==> config.mk <==
export PLATFORM = sky130hd
export DESIGN_NAME = fire_scheduler_flat
export DESIGN_NICKNAME = d
export VERILOG_FILES = /design/src/rtl/fire_sched_pkg.sv /design/src/rtl/fire_scheduler_if.sv /design/src/rtl/fire_scheduler_rr_pick.sv /design/src/rtl/fire_scheduler.sv /design/src/flat_wrapper.sv
export SDC_FILE = /design/constraint.sdc
export NUM_CORES = 1
export LEC_CHECK = 0
export CAP_MARGIN = 20
export CORE_MARGIN = 10
export CORE_UTILIZATION = 50
export DETAILED_ROUTE_END_ITERATION = 10
export PLACE_DENSITY = 0.8
export SLEW_MARGIN = 25
export SYNTH_ARGS = -nofsm -noshare
export SYNTH_HDL_FRONTEND = slang
export SYNTH_SLANG_ARGS = --single-unit
==> constraint.sdc <==
create_clock -name clk -period 3.3 [get_ports clk]
set_input_delay 0.495 -clock clk [delete_from_list [all_inputs] [get_ports clk]]
set_output_delay 0.495 -clock clk [all_outputs]
set_load 0.05 [all_outputs]
==> src/rtl/fire_sched_pkg.sv <==
// fire_sched_pkg: shared types and helpers for the fire scheduler.
package fire_sched_pkg;

    typedef enum logic [1:0] {
        IDLE   = 2'd0,
        RUN    = 2'd1,
        STABLE = 2'd2,
        HALT   = 2'd3
    } sched_state_t;

    // Index value on `fire` meaning "no transition selected".
    function automatic int unsigned idle_code(input int unsigned n);
        return n;
    endfunction

    // Increment that sticks at `max` instead of wrapping.
    function automatic logic [31:0] sat_inc(input logic [31:0] v, input logic [31:0] max);
        return (v >= max) ? max : v + 32'd1;
    endfunction

endpackage

==> src/rtl/fire_scheduler_if.sv <==
// fire_scheduler_if: scheduling request/response bundle between the
// simulated netlist (master) and the scheduler (slave).
interface fire_scheduler_if #(
    parameter int N  = 8,
    parameter int FW = $clog2(N+1),
    parameter int CW = 16
);
    logic          run;
    logic [N-1:0]  excited;
    logic          force_valid;
    logic [FW-1:0] force_idx;
    logic [FW-1:0] fire;
    logic          fired;
    logic          stable;
    logic          halted;
    logic          force_err;
    logic [CW-1:0] fire_count;
    logic          starve;
    logic [FW-1:0] starve_idx;

    modport master (
        output run, excited, force_valid, force_idx,
        input  fire, fired, stable, halted, force_err, fire_count, starve, starve_idx
    );

    modport slave (
        input  run, excited, force_valid, force_idx,
        output fire, fired, stable, halted, force_err, fire_count, starve, starve_idx
    );
endinterface

==> src/rtl/fire_scheduler_rr_pick.sv <==
// rr_pick: combinational round-robin picker. The request vector is
// duplicated, indices below ptr in the low copy are masked off, and the
// lowest surviving bit wins; a hit in the high copy is the wrap-around case.
module rr_pick #(
    parameter int N  = 8,
    parameter int FW = $clog2(N+1)
) (
    input  logic [N-1:0]  req,
    input  logic [FW-1:0] ptr,
    output logic [FW-1:0] grant_idx,
    output logic          grant_valid
);
    logic [2*N-1:0] dbl;
    logic [2*N-1:0] masked;

    assign dbl = {req, req};

    // Mask below ptr, then lowest-index priority search over both copies.
    always_comb begin
        masked      = '0;
        grant_valid = 1'b0;
        grant_idx   = '0;
        for (int i = 0; i < 2*N; i++) begin
            masked[i] = dbl[i] && (i >= int'(ptr));
        end
        for (int i = 2*N-1; i >= 0; i--) begin
            if (masked[i]) begin
                grant_valid = 1'b1;
                grant_idx   = FW'((i >= N) ? (i - N) : i);
            end
        end
    end
endmodule

==> src/rtl/fire_scheduler.sv <==
// fire_scheduler: picks at most one excited transition per cycle (forced or
// round-robin) to drive the netlist's `fire` index. Zero-latency selection.
// Optional starvation watchdog enabled by FIRE_SCHED_WATCHDOG_EN.
module fire_scheduler
    import fire_sched_pkg::*;
#(
    parameter int N     = 8,
    parameter int FW    = $clog2(N+1),
    parameter int CW    = 16,
    parameter int LIMIT = 32
) (
    input  logic clk,
    input  logic reset,
    fire_scheduler_if.slave bus
);
    localparam logic [FW-1:0] IDLE_IDX = FW'(idle_code(N));
    localparam logic [31:0]   CNT_MAX  = 32'({CW{1'b1}});

    sched_state_t  state;
    logic [FW-1:0] ptr;
    logic [FW-1:0] grant_idx;
    logic          grant_valid;
    logic          active;
    logic          force_ok;
    logic          force_bad;
    logic [FW-1:0] fire;
    logic          fired;
    logic [CW-1:0] fire_count;
    logic          force_err;
    logic          starve_hit;
    logic          starve;
    logic [FW-1:0] starve_idx;

    rr_pick #(.N(N), .FW(FW)) u_pick (
        .req        (bus.excited),
        .ptr        (ptr),
        .grant_idx  (grant_idx),
        .grant_valid(grant_valid)
    );

    // Selection is live only in RUN/STABLE with run held; reset forces IDLE
    // state asynchronously, so fire drops to idle within the same cycle.
    assign active    = bus.run && (state == RUN || state == STABLE);
    assign force_ok  = active && bus.force_valid && (bus.force_idx <  IDLE_IDX);
    assign force_bad = active && bus.force_valid && (bus.force_idx >= IDLE_IDX);

    // Forced index wins; a bad force yields idle; otherwise round-robin.
    always_comb begin
        fire = IDLE_IDX;
        if (force_ok)
            fire = bus.force_idx;
        else if (active && !bus.force_valid && grant_valid)
            fire = grant_idx;
    end

    assign fired = (fire != IDLE_IDX);

`ifdef FIRE_SCHED_WATCHDOG_EN
    localparam int AW = $clog2(LIMIT+1);

    logic [N-1:0][AW-1:0] age;
    logic [N-1:0]         hit;
    logic [FW-1:0]        hit_idx;

    // A transition starves on the edge where its age would reach LIMIT.
    always_comb begin
        hit     = '0;
        hit_idx = '0;
        for (int i = 0; i < N; i++) begin
            hit[i] = active && bus.excited[i] && !(fired && fire == FW'(i))
                     && (age[i] == AW'(LIMIT-1));
        end
        for (int i = N-1; i >= 0; i--) begin
            if (hit[i]) hit_idx = FW'(i);
        end
    end

    assign starve_hit = |hit;

    // Age counters run only while scheduling; first starved index is latched.
    always_ff @(posedge clk or negedge reset) begin
        if (!reset) begin
            age        <= '0;
            starve     <= 1'b0;
            starve_idx <= '0;
        end else if (active) begin
            for (int i = 0; i < N; i++) begin
                if (bus.excited[i] && !(fired && fire == FW'(i)))
                    age[i] <= (age[i] == AW'(LIMIT)) ? age[i] : age[i] + AW'(1);
                else
                    age[i] <= '0;
            end
            if (starve_hit && !starve) begin
                starve     <= 1'b1;
                starve_idx <= hit_idx;
            end
        end
    end
`else
    assign starve_hit = 1'b0;
    assign starve     = 1'b0;
    assign starve_idx = '0;
`endif

    // Scheduler FSM; HALT is only left through reset.
    always_ff @(posedge clk or negedge reset) begin
        if (!reset) begin
            state <= IDLE;
        end else begin
            case (state)
                IDLE:        if (bus.run) state <= RUN;
                RUN, STABLE: begin
                    if (force_bad || starve_hit) state <= HALT;
                    else if (!bus.run)           state <= IDLE;
                    else if (bus.excited == '0)  state <= STABLE;
                    else                         state <= RUN;
                end
                default:     state <= HALT;
            endcase
        end
    end

    // Round-robin pointer, saturating fire counter and sticky force error.
    always_ff @(posedge clk or negedge reset) begin
        if (!reset) begin
            ptr        <= '0;
            fire_count <= '0;
            force_err  <= 1'b0;
        end else begin
            if (active && !bus.force_valid && grant_valid)
                ptr <= (grant_idx == FW'(N-1)) ? '0 : grant_idx + FW'(1);
            if (fired)
                fire_count <= CW'(sat_inc(32'(fire_count), CNT_MAX));
            if (force_bad)
                force_err <= 1'b1;
        end
    end

    assign bus.fire       = fire;
    assign bus.fired      = fired;
    assign bus.stable     = (state == STABLE);
    assign bus.halted     = (state == HALT);
    assign bus.force_err  = force_err;
    assign bus.fire_count = fire_count;
    assign bus.starve     = starve;
    assign bus.starve_idx = starve_idx;
endmodule

==> src/flat_wrapper.sv <==
// flat-port wrapper written by rule: the top's interface ports become plain ports
module fire_scheduler_flat import fire_sched_pkg::*;
#(
    parameter int N     = 8,
    parameter int FW    = $clog2(N+1),
    parameter int CW    = 16,
    parameter int LIMIT = 32
)
  (clk, reset, bus_run, bus_excited, bus_force_valid, bus_force_idx, bus_fire, bus_fired, bus_stable, bus_halted, bus_force_err, bus_fire_count, bus_starve, bus_starve_idx);
  fire_scheduler_if #(.N(N), .FW(FW), .CW(CW)) bus_i ();
  input  logic clk;
  input  logic reset;
  input wire logic [$bits(bus_i.run)-1:0] bus_run;
  input wire logic [$bits(bus_i.excited)-1:0] bus_excited;
  input wire logic [$bits(bus_i.force_valid)-1:0] bus_force_valid;
  input wire logic [$bits(bus_i.force_idx)-1:0] bus_force_idx;
  output wire logic [$bits(bus_i.fire)-1:0] bus_fire;
  output wire logic [$bits(bus_i.fired)-1:0] bus_fired;
  output wire logic [$bits(bus_i.stable)-1:0] bus_stable;
  output wire logic [$bits(bus_i.halted)-1:0] bus_halted;
  output wire logic [$bits(bus_i.force_err)-1:0] bus_force_err;
  output wire logic [$bits(bus_i.fire_count)-1:0] bus_fire_count;
  output wire logic [$bits(bus_i.starve)-1:0] bus_starve;
  output wire logic [$bits(bus_i.starve_idx)-1:0] bus_starve_idx;
  assign bus_i.run = bus_run;
  assign bus_i.excited = bus_excited;
  assign bus_i.force_valid = bus_force_valid;
  assign bus_i.force_idx = bus_force_idx;
  assign bus_fire = bus_i.fire;
  assign bus_fired = bus_i.fired;
  assign bus_stable = bus_i.stable;
  assign bus_halted = bus_i.halted;
  assign bus_force_err = bus_i.force_err;
  assign bus_fire_count = bus_i.fire_count;
  assign bus_starve = bus_i.starve;
  assign bus_starve_idx = bus_i.starve_idx;
  fire_scheduler #(.N(N), .FW(FW), .CW(CW), .LIMIT(LIMIT)) u_core (.clk(clk), .reset(reset), .bus(bus_i));
endmodule
==> run metrics <==
register bit total from synthesis 23; # DRC 0; Syn Inst Count 221; Netlist Area Pre-Place 0.001882 mm^2; Vias 1836; core area roughly 0.0037 mm^2; Post-Syn Area per Cell 8.515 um^2; fin crit period between 3000 and 4000 ps; measured slew at the worst slew-check pin 522.8 ps; Clock Latency Late Sink 260 ps; initial antenna violation count 0; RSZ-0062 raised after global routing false; main area contributors after synthesis dfrtp_1, nand2_1, mux2_2; Layout Utilization 0.6370; Final period util 0.9220; critical path launch point type flip-flop; P&R area growth vs syn 23.94%; Die Y between 80 and 90 um; CTS Buf Count 3; Post-synth EDFFs 0; setup TNS 0 ps; Routed Antenna Nets 0; Ant. Diodes 0; Flop pwr share 0.539; crit-path cells inv_1, or4_1, a21oi_1, a311oi_1, a32oi_1, o21ai_0, buf_4; Gate power share 0.140; top cell type's share of synthesized area 0.3059; RR Endpoint u_core.ptr[3]; first-pass GRT wire length 8128 um; Slowest-stage cell, CP dfrtp_1; clock root buffer clkbuf_8; Filler cells around 320; Fmax achieved 0.3287 GHz; post-DR wirelength/cell 15.63 um; Max-Cap Viols 0; register area share after synthesis 0.3059; Yosys warnings 0; Pwr per Cell Area 224.0 mW/mm^2; clk slew on worst S/H paths 80 ps; Slew Limit Fails 0; largest net degree at the start of global routing 24; drt pass-1 iters 5; top-count cell post-synth nand2_1; largest area contributor in the netlist dfrtp_1; commonest cells in the netlist nand2_1, dfrtp_1, a21oi_1, o21ai_0, inv_1; outcome completed; hold buffers post-CTS 0; Worst Path Arrival 2550 ps; Worst VDD drop 0.1734 mV; Ports 45; CP delay by family, top compound AO/OA/AOI/OAI gates; CP Max Fanout 12; Worst R2R Setup Slack 540 ps; Final Skew 1.743 ps; Slew headroom 0.6515; DIE WIDTH 81.35 um; final-stage net count about 280; GR Util All Layers 0.1483; Int Pwr between 0.3 and 0.4 mW; crit-path max cell delay 620 ps; WP data required 2800 ps; vias in the first global route 1753; Iter 0 DRT Violations 170; total gr overflow 0; clk sink count 23; WP buf/inv 2; leakage power 0.9117 nW; r2r worst-path depth 9; Sw Ratio 0.2450; ys flop type dfrtp_1; share of cells above drive strength 1 0.1395; routability cong. a little under 1; reg2reg start u_core.ptr[3]; HPWL Detailed about 3700 um; vias per cell 6.000; Die ar. between 0.006 and 0.007 mm^2; Crit. End Element output pin; clock share of power 0.321; Worst Hold Class in -> async; Synth async-reset ratio 1.000; Final Hold Fails 0; Final setup viols 0; CTS max path bufs 2; number of distinct library cells after synthesis 57; final WL 4784 um; # rows 22; NetSw 0.1280 mW; Buffers on Ports 39; CTS tree done; initial core utilization 0.5140; post-CTS setup buffer count 0; htree depth 1; WS Path Type reg -> out
placed cells by master (no fill, tap or decap), types with 2 or more instances in the layout:
| cell type | n |
|---|---|
| o22a_1 | 4 |
| a31oi_1 | 2 |
| o211ai_1 | 2 |
| nand3b_1 | 2 |
| nand4b_1 | 2 |
| buf_4 | 7 |
| buf_12 | 2 |
| nand4_1 | 4 |
| o221ai_1 | 2 |
| a21boi_0 | 3 |
| clkdlybuf4s50_1 | 33 |
| or3_1 | 2 |
| clkbuf_8 | 3 |
| conb_1 | 5 |
| nand2_1 | 33 |
| nand3_1 | 7 |
| a32oi_1 | 2 |
| a311oi_1 | 2 |
| a211oi_1 | 4 |
| mux2_1 | 4 |
| nor2b_1 | 6 |
| inv_1 | 12 |
| o32a_1 | 2 |
| or2_2 | 5 |
| a22oi_1 | 3 |
| nor3_1 | 5 |
| a21oi_1 | 13 |
| ha_1 | 6 |
| o21ai_0 | 13 |
| dfrtp_1 | 22 |
| nand2b_1 | 2 |
| and4_1 | 2 |
| mux2_2 | 7 |
| nor2_1 | 9 |
worst register-to-register path, stage by stage, from the launching register on:
cell and delay [ps]:
dfrtp_1 620, inv_1 210, or4_1 510, a21oi_1 160, a311oi_1 70, a32oi_1 310, inv_1 80, ha_1 190
ha_1 180, o41ai_1 320
what timing repair did:
item / in CTS / in global routing
resized for setup: 0 / 1
setup endpoints to repair: 0 / 1
hold endpoints to repair: 0 / 0
layout make-up:
class	instances	area, um^2	area share
Clock buffer	3	41.29	0.01770
Clock inverter	1	5.005	0.002146
Inverter	13	48.80	0.02092
Multi-Input combinational cell	175	1172	0.5027
Sequential cell	23	576.8	0.2473
Tap cell	48	60.06	0.02575
Timing Repair Buffer	43	427.9	0.1835
metal layers:
| layer | share of wire | vias to the layer above | GRT usage |
|---|---|---|---|
| met4 | 0.013 | 0 | 0.04152 |
| met3 | 0.12 | 6 | 0.05188 |
| met1 | 0.44 | 859 | 0.1982 |
| li1 | - | 884 | - |
| met5 | 0 | - | 0 |
| met2 | 0.42 | 87 | 0.2204 |
registers in the layout (all words and copies together), names as in the netlist:
| register | count |
|---|---|
| u_core.state | 2 |
| u_core.ptr | 4 |
| u_core.bus.force_err | 1 |
| u_core.bus.fire_count | 16 |
through the flow:
step	total power, mW	setup WS (ps)	hold slack (ps)	instance area (um^2)	std cells
after global routing	0.5495	76.12	223.3	2332	306
after CTS	0.5291	225.8	479.1	2336	306
after floorplan	0.3286	245.8	199.4	1897	225
final	0.5224	257.4	193.4	2332	306
after global placement	0.3607	278.3	452.8	2290	302
after detailed placement	0.3600	313.9	459.7	2290	302
cell families (layout without fill, tap and decap cells):
| kind of cell | Yosys count | after routing | synth area share |
|---|---|---|---|
| buffers and inverters | 27 | 60 | 0.07912 |
| AND/OR/NAND/NOR | 86 | 86 | 0.2387 |
| adder cells (fa/ha/maj) | 6 | 6 | 0.03989 |
| AO/OA/AOI/OAI | 67 | 67 | 0.2686 |
| other | 1 | 5 | 0.001993 |
| multiplexers | 11 | 11 | 0.06583 |
| flip-flops | 23 | 23 | 0.3059 |
power groups by stage:
stage / registers, mW / logic [mW] / clock network, mW
after detailed placement: 0.287 / 0.0729 / 0
after CTS: 0.282 / 0.0733 / 0.174
after global placement: 0.287 / 0.0735 / 0
after floorplan: 0.287 / 0.0413 / 0
after global routing: 0.282 / 0.0803 / 0.188
final: 0.281 / 0.0734 / 0.168
how the worst max path moves through the flow:
stage | from | to | slack, ps | cells after the start
global placement | bus_excited[5] | bus_fire[3] | 280 | 7
CTS | u_core.ptr[1] | bus_fire[3] | 230 | 7
floorplan | u_core.state[1] | bus_fire[0] | 250 | 7
global route | u_core.ptr[3] | bus_fire[0] | 80 | 7
detailed placement | bus_excited[5] | bus_fire[3] | 310 | 7
finish | u_core.ptr[3] | bus_fire[0] | 260 | 7
Power figures use the tool's default switching activity.
